`config.mk`:
```
export PLATFORM = sky130hd
export DESIGN_NAME = pipe_hazard_ctrl
export DESIGN_NICKNAME = d
export VERILOG_FILES = /design/src/rtl/pipe_hazard_ctrl_pkg.sv /design/src/rtl/pipe_hazard_ctrl_hazard_detect.sv /design/src/rtl/pipe_hazard_ctrl.sv
export SDC_FILE = /design/constraint.sdc
export NUM_CORES = 1
export LEC_CHECK = 0
export CORE_AREA = 2 2 39 41
export CTS_BUF_LIST = sky130_fd_sc_hd__clkbuf_8
export DETAILED_ROUTE_END_ITERATION = 7
export DIE_AREA = 0 0 41 43
export PLACE_DENSITY = 0.84
export SKIP_LAST_GASP = 1
export SLEW_MARGIN = 15
export SYNTH_ARGS = -nofsm -noshare
export SYNTH_HDL_FRONTEND = slang
export SYNTH_HIERARCHICAL = 1
export SYNTH_SLANG_ARGS = --single-unit
```
`constraint.sdc`:
```
create_clock -name clk -period 1.8 [get_ports clk]
set_input_delay 0.18 -clock clk [delete_from_list [all_inputs] [get_ports clk]]
set_output_delay 0.18 -clock clk [all_outputs]
set_load 0.05 [all_outputs]
```
`src/rtl/pipe_hazard_ctrl_pkg.sv`:
```
// Shared definitions for the pipeline hazard / interrupt-entry sequencer:
// FSM encodings, default register address width and the interrupt vector.
package pipe_hazard_ctrl_pkg;

    localparam int unsigned RegAddrWDefault = 3;

    localparam int unsigned StateW = 3;

    localparam logic [StateW-1:0] StRun     = 3'd0;
    localparam logic [StateW-1:0] StDrain   = 3'd1;
    localparam logic [StateW-1:0] StPushPc  = 3'd2;
    localparam logic [StateW-1:0] StPushFlg = 3'd3;
    localparam logic [StateW-1:0] StVector  = 3'd4;

    // Address the PC mux substitutes when pc_load_vec_o is high.
    localparam logic [15:0] IntVectorAddr = 16'h0040;

    // Packed view of the strobes, handy for decode tables and checking.
    typedef struct packed {
        logic pc_en;
        logic ifid_en;
        logic ifid_flush;
        logic idex_flush;
        logic int_push_pc;
        logic int_push_flg;
        logic pc_load_vec;
        logic int_ack;
    } ctrl_t;

    localparam ctrl_t CtrlReset  = '{1'b0, 1'b0, 1'b1, 1'b1, 1'b0, 1'b0, 1'b0, 1'b0};
    localparam ctrl_t CtrlNormal = '{1'b1, 1'b1, 1'b0, 1'b0, 1'b0, 1'b0, 1'b0, 1'b0};
    localparam ctrl_t CtrlStall  = '{1'b0, 1'b0, 1'b0, 1'b1, 1'b0, 1'b0, 1'b0, 1'b0};
    localparam ctrl_t CtrlBranch = '{1'b1, 1'b1, 1'b1, 1'b1, 1'b0, 1'b0, 1'b0, 1'b0};
    localparam ctrl_t CtrlDrain  = '{1'b0, 1'b0, 1'b1, 1'b1, 1'b0, 1'b0, 1'b0, 1'b0};

    function automatic logic src_hit(input logic used, input logic addr_eq, input logic wr_en);
        return used & addr_eq & wr_en;
    endfunction

endpackage

```
`src/rtl/pipe_hazard_ctrl_hazard_detect.sv`:
```
// Combinational RAW comparator between the ID sources and in-flight destinations.
// FORWARDING_EN selects the load-use-only check; otherwise EX and MEM matches both stall.
module hazard_detect
    import pipe_hazard_ctrl_pkg::*;
#(
    parameter int unsigned REG_ADDR_W = RegAddrWDefault
) (
    input  logic [REG_ADDR_W-1:0] id_rs1_i,
    input  logic [REG_ADDR_W-1:0] id_rs2_i,
    input  logic                  id_rs1_used_i,
    input  logic                  id_rs2_used_i,
    input  logic [REG_ADDR_W-1:0] ex_rd_i,
    input  logic                  ex_wr_en_i,
    input  logic                  ex_is_load_i,
    input  logic [REG_ADDR_W-1:0] mem_rd_i,
    input  logic                  mem_wr_en_i,
    output logic                  hazard_o
);

    logic ex_hit;

    assign ex_hit = src_hit(id_rs1_used_i, id_rs1_i == ex_rd_i, ex_wr_en_i)
                  | src_hit(id_rs2_used_i, id_rs2_i == ex_rd_i, ex_wr_en_i);

`ifdef FORWARDING_EN
    // Only a load result arrives too late to forward into EX.
    assign hazard_o = ex_is_load_i & ex_hit;

    logic unused_mem;
    assign unused_mem = ^{mem_rd_i, mem_wr_en_i};
`else
    logic mem_hit;

    assign mem_hit = src_hit(id_rs1_used_i, id_rs1_i == mem_rd_i, mem_wr_en_i)
                   | src_hit(id_rs2_used_i, id_rs2_i == mem_rd_i, mem_wr_en_i);

    // WB needs no check: the register file writes in the first half-cycle.
    assign hazard_o = ex_hit | mem_hit;

    logic unused_load;
    assign unused_load = ex_is_load_i;
`endif

endmodule

```
`src/rtl/pipe_hazard_ctrl.sv`:
```
// Pipeline register sequencer: stall/flush strobes plus the interrupt-entry FSM.
// Hazard rules depend on FORWARDING_EN (see hazard_detect).
module pipe_hazard_ctrl
    import pipe_hazard_ctrl_pkg::*;
#(
    parameter int unsigned REG_ADDR_W   = RegAddrWDefault,
    parameter int unsigned DRAIN_CYCLES = 3
) (
    input  logic                  clk,
    input  logic                  reset,
    input  logic [REG_ADDR_W-1:0] id_rs1_i,
    input  logic [REG_ADDR_W-1:0] id_rs2_i,
    input  logic                  id_rs1_used_i,
    input  logic                  id_rs2_used_i,
    input  logic [REG_ADDR_W-1:0] ex_rd_i,
    input  logic                  ex_wr_en_i,
    input  logic                  ex_is_load_i,
    input  logic [REG_ADDR_W-1:0] mem_rd_i,
    input  logic                  mem_wr_en_i,
    input  logic                  br_taken_i,
    input  logic                  int_req_i,
    output logic                  pc_en_o,
    output logic                  ifid_en_o,
    output logic                  ifid_flush_o,
    output logic                  idex_flush_o,
    output logic                  int_push_pc_o,
    output logic                  int_push_flg_o,
    output logic                  pc_load_vec_o,
    output logic                  int_ack_o
);

    localparam int unsigned CntW = $clog2(DRAIN_CYCLES + 1);
    localparam logic [CntW-1:0] DrainLast = CntW'(DRAIN_CYCLES - 1);

    logic [StateW-1:0] state_q, state_d;
    logic [CntW-1:0]   cnt_q, cnt_d;
    logic              hazard;
    ctrl_t             ctrl;

    hazard_detect #(
        .REG_ADDR_W (REG_ADDR_W)
    ) u_hazard_detect (
        .id_rs1_i      (id_rs1_i),
        .id_rs2_i      (id_rs2_i),
        .id_rs1_used_i (id_rs1_used_i),
        .id_rs2_used_i (id_rs2_used_i),
        .ex_rd_i       (ex_rd_i),
        .ex_wr_en_i    (ex_wr_en_i),
        .ex_is_load_i  (ex_is_load_i),
        .mem_rd_i      (mem_rd_i),
        .mem_wr_en_i   (mem_wr_en_i),
        .hazard_o      (hazard)
    );

    always_comb begin
        state_d = state_q;
        cnt_d   = cnt_q;
        unique case (state_q)
            StRun: begin
                if (int_req_i && !br_taken_i && !hazard) begin
                    state_d = StDrain;
                    cnt_d   = '0;
                end
            end
            StDrain: begin
                if (cnt_q == DrainLast) begin
                    state_d = StPushPc;
                    cnt_d   = '0;
                end else begin
                    cnt_d = cnt_q + 1'b1;
                end
            end
            StPushPc:  state_d = StPushFlg;
            StPushFlg: state_d = StVector;
            StVector:  state_d = StRun;
            default: begin
                state_d = StRun;
                cnt_d   = '0;
            end
        endcase
    end

    always_ff @(posedge clk) begin
        if (reset) begin
            state_q <= StRun;
            cnt_q   <= '0;
        end else begin
            state_q <= state_d;
            cnt_q   <= cnt_d;
        end
    end

    // Branch outranks stall: the stalled instruction is on the wrong path.
    always_comb begin
        ctrl = CtrlDrain;
        if (reset) begin
            ctrl = CtrlReset;
        end else begin
            unique case (state_q)
                StRun: begin
                    if (br_taken_i) begin
                        ctrl = CtrlBranch;
                    end else if (hazard) begin
                        ctrl = CtrlStall;
                    end else begin
                        ctrl = CtrlNormal;
                    end
                end
                StDrain: ctrl = CtrlDrain;
                StPushPc: begin
                    ctrl             = CtrlDrain;
                    ctrl.int_push_pc = 1'b1;
                end
                StPushFlg: begin
                    ctrl              = CtrlDrain;
                    ctrl.int_push_flg = 1'b1;
                end
                StVector: begin
                    ctrl             = CtrlDrain;
                    ctrl.pc_en       = 1'b1;
                    ctrl.pc_load_vec = 1'b1;
                    ctrl.int_ack     = 1'b1;
                end
                default: ctrl = CtrlDrain;
            endcase
        end
    end

    assign pc_en_o        = ctrl.pc_en;
    assign ifid_en_o      = ctrl.ifid_en;
    assign ifid_flush_o   = ctrl.ifid_flush;
    assign idex_flush_o   = ctrl.idex_flush;
    assign int_push_pc_o  = ctrl.int_push_pc;
    assign int_push_flg_o = ctrl.int_push_flg;
    assign pc_load_vec_o  = ctrl.pc_load_vec;
    assign int_ack_o      = ctrl.int_ack;

endmodule

```
Word level (Yosys, flattened, before mapping):

Cells that the tools add are included.

* output and inout port bits: 8
* bits in registers: 5
* logic and storage cells: 44

* add/sub/neg operators: 1
* bitwise operators: 12
* multiplexer cells: 10
* equality and inequality tests: 11
* reduce and logical (&&, ||, !) cells: 8

Operators with widths (number)
* $pmux 8 s4: 1
* $mux 8: 3
* $eq 3x3->1: 4
* $pmux 3 s4: 1
* $and 1x1->1: 8
* $eq 3x2->1 const B: 2
* $mux 3: 2
* $pmux 2 s3: 1
* $mux 2: 2
* $ne 2x2->1 const B: 2
* $reduce_and 2->1: 2
* $eq 3x1->1 const B: 1
* $eq 3x3->1 const B: 1
* $logic_not 3->1: 1
* $or 1x1->1: 3
* $reduce_or 3->1: 1
* $add 2x1->2 const B: 1
* $eq 2x2->1 const B: 1
* $logic_and 1x1->1: 2
* $logic_not 1->1: 2
* $not 1->1: 1

Longest topological paths before layout:

* depth after elaboration: 9
* gate-level depth with buffers: 7
* depth with buffers taken out: 7

Hierarchy:

Netlist, hierarchy kept.

By module, submodules not included
* pipe_hazard_ctrl: seq. area each 100.1 sq um, cells each 39, times used 1, area an instance 297.8 sq um
* hazard_detect: seq. area each 0.0 sq um, cells each 19, times used 1, area an instance 146.4 sq um

Least setup slack after synthesis:

OpenSTA, ideal clock, no wires.

* path type: reg-to-output
* start: register state_q[0]
* end: output port ifid_en_o
* arrival: 1.935 ns
* data required time: 1.620 ns
* slack: -0.315 ns
* cell stages (with the launch flop): 3
* path through: dfxtp_1 or3_4 a211oi_1

* longest elaborated chain between the ends: 3
* elaborated cells on any way between the ends: 6
* classes of those cells: eq/ne (3); mux (2); reduce/logical (1)

Ends and longest elaborated chain
* start: declaration: RTL line pipe_hazard_ctrl.sv:35 `logic [StateW-1:0] state_q, state_d;`
* start signal: assignment: RTL line pipe_hazard_ctrl.sv:85 `state_q <= StRun;`
* start signal: assignment: RTL line pipe_hazard_ctrl.sv:88 `state_q <= state_d;`
* $eq 3x3->1 (tied with other cells): RTL line pipe_hazard_ctrl.sv:99 `unique case (state_q)`
* $pmux 8 s4 *: RTL line pipe_hazard_ctrl.sv:99
* $mux 8 *: RTL line pipe_hazard_ctrl.sv:96 `if (reset) begin`
* end: declaration: RTL line pipe_hazard_ctrl.sv:23 `output logic ifid_en_o,`

Mark *: on every way between the ends. The rest lies on a longest branch, timed or not.

Worst setup path in the final report:

* start: input port ex_rd_i[0]
* end: output port ifid_en_o

* longest elaborated chain between the ends: 9
* elaborated cells on any way between the ends: 12
* classes of those cells: eq/ne (2); mux (4); bitwise (6)

Ends and longest elaborated chain
* start: declaration: RTL line pipe_hazard_ctrl.sv:15 `input logic [REG_ADDR_W-1:0] ex_rd_i,`
* $eq 3x3->1, on equally long branches: RTL line pipe_hazard_ctrl_hazard_detect.sv:22, pipe_hazard_ctrl_hazard_detect.sv:23
* $and 1x1->1 (2 in a row): RTL line pipe_hazard_ctrl_pkg.sv:37 `return used & addr_eq & wr_en;`
* $or 1x1->1 *: RTL line pipe_hazard_ctrl_hazard_detect.sv:23 `| src_hit(id_rs2_used_i, id_rs2_i == ex_rd_i, ex_wr_en_i);`
* $or 1x1->1 *: RTL line pipe_hazard_ctrl_hazard_detect.sv:38 `assign hazard_o = ex_hit | mem_hit;`
* named net hazard: RTL line pipe_hazard_ctrl.sv:37 `logic hazard;`
* $mux 8 *: RTL line pipe_hazard_ctrl.sv:103 `end else if (hazard) begin`
* $mux 8 *: RTL line pipe_hazard_ctrl.sv:101 `if (br_taken_i) begin`
* $pmux 8 s4 *: RTL line pipe_hazard_ctrl.sv:99
* $mux 8 *: RTL line pipe_hazard_ctrl.sv:96

Mark *: on every way through the listed nets, which the timed path passes. The rest lies on a longest branch.

==> metrics.md <==
| Metric | Value |
|---|---|
| Final Power | `517 uW` |
| Layout cells sized above 1 | `21.3%` |
| Hold Crit Class | `flop to flop` |
| CP bufs+invs | `3` |
| Clock sinks | `5` |
| Die width | `41 um` |
| Clock Tree Buf Depth | `2` |
| Hold_ws | `0.556 ns` |
| Slew headroom | `79.7%` |
| Post-synthesis instance area | `444 um2` |
| Die Y | `43 um` |
| Post-route ant nets | `0` |
| Tmin final | `1.73 ns` |
| Syn. warnings | `6` |
| Starting density of the core | `32.1%` |
| Reg-to-Reg End | `cnt_q[1]` |
| Endpoint, Worst Hold | `cnt_q[0]` |
| CP Depth | `8` |
| Root buf cell | `clkbuf_8` |
| Max VDD drop | `0.000374 V` |
| Final Hold Vio Count | `0` |
| Worst Hold Depth | `2` |
| Clock transition at path regs | `0.03 ns` |
| Core ar. | `1380 um2` |
| Vias in the first global route | `509` |
| GPL Wtd Cong | `0.751` |
| Leakage Power | `0.000359 uW` |
| Drt pass-1 iters | `4` |
| Slowest CP cell | `dlygate4sd2_1` |
| WL/cell | `12.7 um` |
| Post-synth net total | `79` |
| Netlist cell types | `22` |
| Final cell count without fillers | `105` |
| First-pass GRT wire length | `2040 um` |
| Row count | `14` |
| Fin area | `838 um2` |
| RSZ-0062 raised after global routing | `no` |
| Initial antenna violation count | `0` |
| Setup crit end kind | `primary output` |
| H-tree depth | `1` |
| Sequential fraction of the synthesis area | `22.5%` |
| # fillers | `112` |
| Met2 routed WL | `780 um` |
| Worst r2r src | `state_q[2]` |
| Drc violations | `0` |
| Hold Crit Start | `cnt_q[0]` |
| Worst-Skew Late Latency | `0.22 ns` |
| Slew Viols, Final | `0` |
| Final setup vio count | `0` |
| Outcome | `finished clean` |
| Worst EP arrival | `1.55 ns` |
| GRT overflow | `0` |
| DP HPWL | `1060 um` |
| Hold buffers post-CTS | `0` |
| Final Skew | `0.00388 ns` |
| Syn Area/Cell | `7.66 um2` |
| Cells after Synth | `58` |
| CTS buffer count | `3` |
| Worst reg-to-reg setup slack | `0.63 ns` |
| Routed wl met3 | `73 um` |
| Die area | `1760 um2` |
| Iter 0 DRT Violations | `15` |
| Final nets | `111` |
| Met1 Wirelength | `478 um` |
| DR vias | `531` |
| WL final | `1330 um` |
| #FFs+latches synth | `5` |
| Port Buffers | `27` |
| Largest net degree at the start of global routing | `12` |
| Max layer used | `met3` |
| R2R cell count | `3` |
| Worst Path Required | `1.62 ns` |
| CTS tree | `done` |
| CP cell instances | `dlygate4sd2_1 > xnor2_1 > nand4_1 > nand2_1 > a22o_1 > buf_6 > a211oi_4 > buf_12` |
| CP max stage delay | `0.27 ns` |
| I/O pin count | `29` |
| CP Max Fanout | `3` |
| Commonest non-fill, non-tap cells in the layout | `12 x xnor2_1, 10 x dlygate4sd2_1, 6 x nor2_1, 6 x buf_12` |
| Placed cell count | `101` |
| Highest achievable clock rate | `578 MHz` |
| Post-route clock period utilization | `96.1%` |
| Commonest non-fill, non-tap cell in the layout | `xnor2_1` |
| Setup Buffers After CTS | `0` |
| Delay-heaviest family, CP | `buffers and inverters` |
| Syn-to-layout area delta | `88.7%` |
| PwrDens | `616 nW/um2` |
| Post-Place Cell Area | `800 um2` |
| Gr usage total | `16.9%` |
| Final Worst Setup Slack | `0.0703 ns` |
| Ant. Diodes | `0` |
| Post-Place Worst Slack | `-0.237 ns` |
| Vias per Instance | `5.06` |
| CP Launch Type | `input pin` |
| Max_cap viols | `0` |
| Crit path kind | `input pin to primary output` |
| Worst Tran Pin Value | `0.304 ns` |
==> what timing repair did <==
action	in CTS	in global routing
setup endpoints to repair	5	1
resized for setup	13	7
cloned	0	0
pin swaps	2	4
==> sequential cells by signal, indices dropped and copies added (netlist names) <==
signal,flops
cnt_q,2
state_q,3
==> metal layers <==
metal	up-vias	global-route usage, %
met5	-	0
met4	0	8.00
met3	0	1.57
met2	22	32.2
met1	241	16.1
li1	268	-
==> worst max path at each step <==
stage	from	to	slack, ns
2_1_floorplan	id_rs2_i[0]	pc_en_o	0.05
6_report	ex_rd_i[0]	ifid_en_o	0.07
3_3_place_gp	id_rs1_i[1]	cnt_q[0]	-0.16
4_1_cts	id_rs1_used_i	ifid_en_o	0.03
5_1_grt	ex_rd_i[2]	ifid_en_o	0.008
3_5_place_dp	id_rs2_i[1]	cnt_q[1]	-0.24
==> kinds of logic after synthesis <==
| logic type | count (synthesis) | share of synthesized area, % |
|---|---|---|
| AND/OR/NAND/NOR | 23 | 27.6 |
| flip-flops | 5 | 22.5 |
| XOR/XNOR | 12 | 23.7 |
| AO/OA/AOI/OAI | 12 | 20.0 |
| buffers and inverters | 6 | 6.20 |
==> power by group <==
part           switching, uW  internal, uW
logic                   91.6          95.8
registers               9.07           117
clock network           56.5           146
==> cells in the mapped netlist <==
master	count	area [um2]
a211oi_1	1	7.51
a21oi_1	2	10.0
a22o_1	1	8.76
a22oi_1	1	7.51
a311o_1	1	10.0
a31oi_1	2	12.5
and3_1	2	12.5
buf_2	1	5.00
buf_4	1	7.51
dfxtp_1	5	100
inv_1	4	15.0
nand2_1	5	18.8
nand4_1	4	25.0
nor2_1	7	26.3
nor2b_1	2	12.5
nor4bb_1	1	10.0
o211ai_1	1	7.51
o31ai_1	1	7.51
o32ai_1	2	17.5
or2_2	1	6.26
or3_4	1	11.3
xnor2_1	12	105
==> metrics by stage <==
| step | setup TNS [ns] | utilization [%] |
|---|---|---|
| 2_1_floorplan | 0 | - |
| 3_3_place_gp | -0.497 | 57.8 |
| 3_5_place_dp | -0.749 | 57.8 |
| 4_1_cts | 0 | 60.5 |
| 5_1_grt | 0 | 60.6 |
| 6_report | 0 | 60.6 |
==> tightest hold or removal path, stage by stage (launching register included) <==
cell and delay, ns:
dfxtp_1 0.33, inv_1 0.08, o32ai_1 0.08
==> cell type report <==
cell class              instances  area [um2]  area share [%]
clock buffers                   3        41.3            4.93
clock inverters                 1        3.75           0.448
inverters                       4        15.0            1.79
flip-flops and latches          5         100            11.9
repair buffers                 29         327            39.0
well taps                      16        20.0            2.39
multi-input cells              47         332            39.6
(Power assumes the default switching activity.)
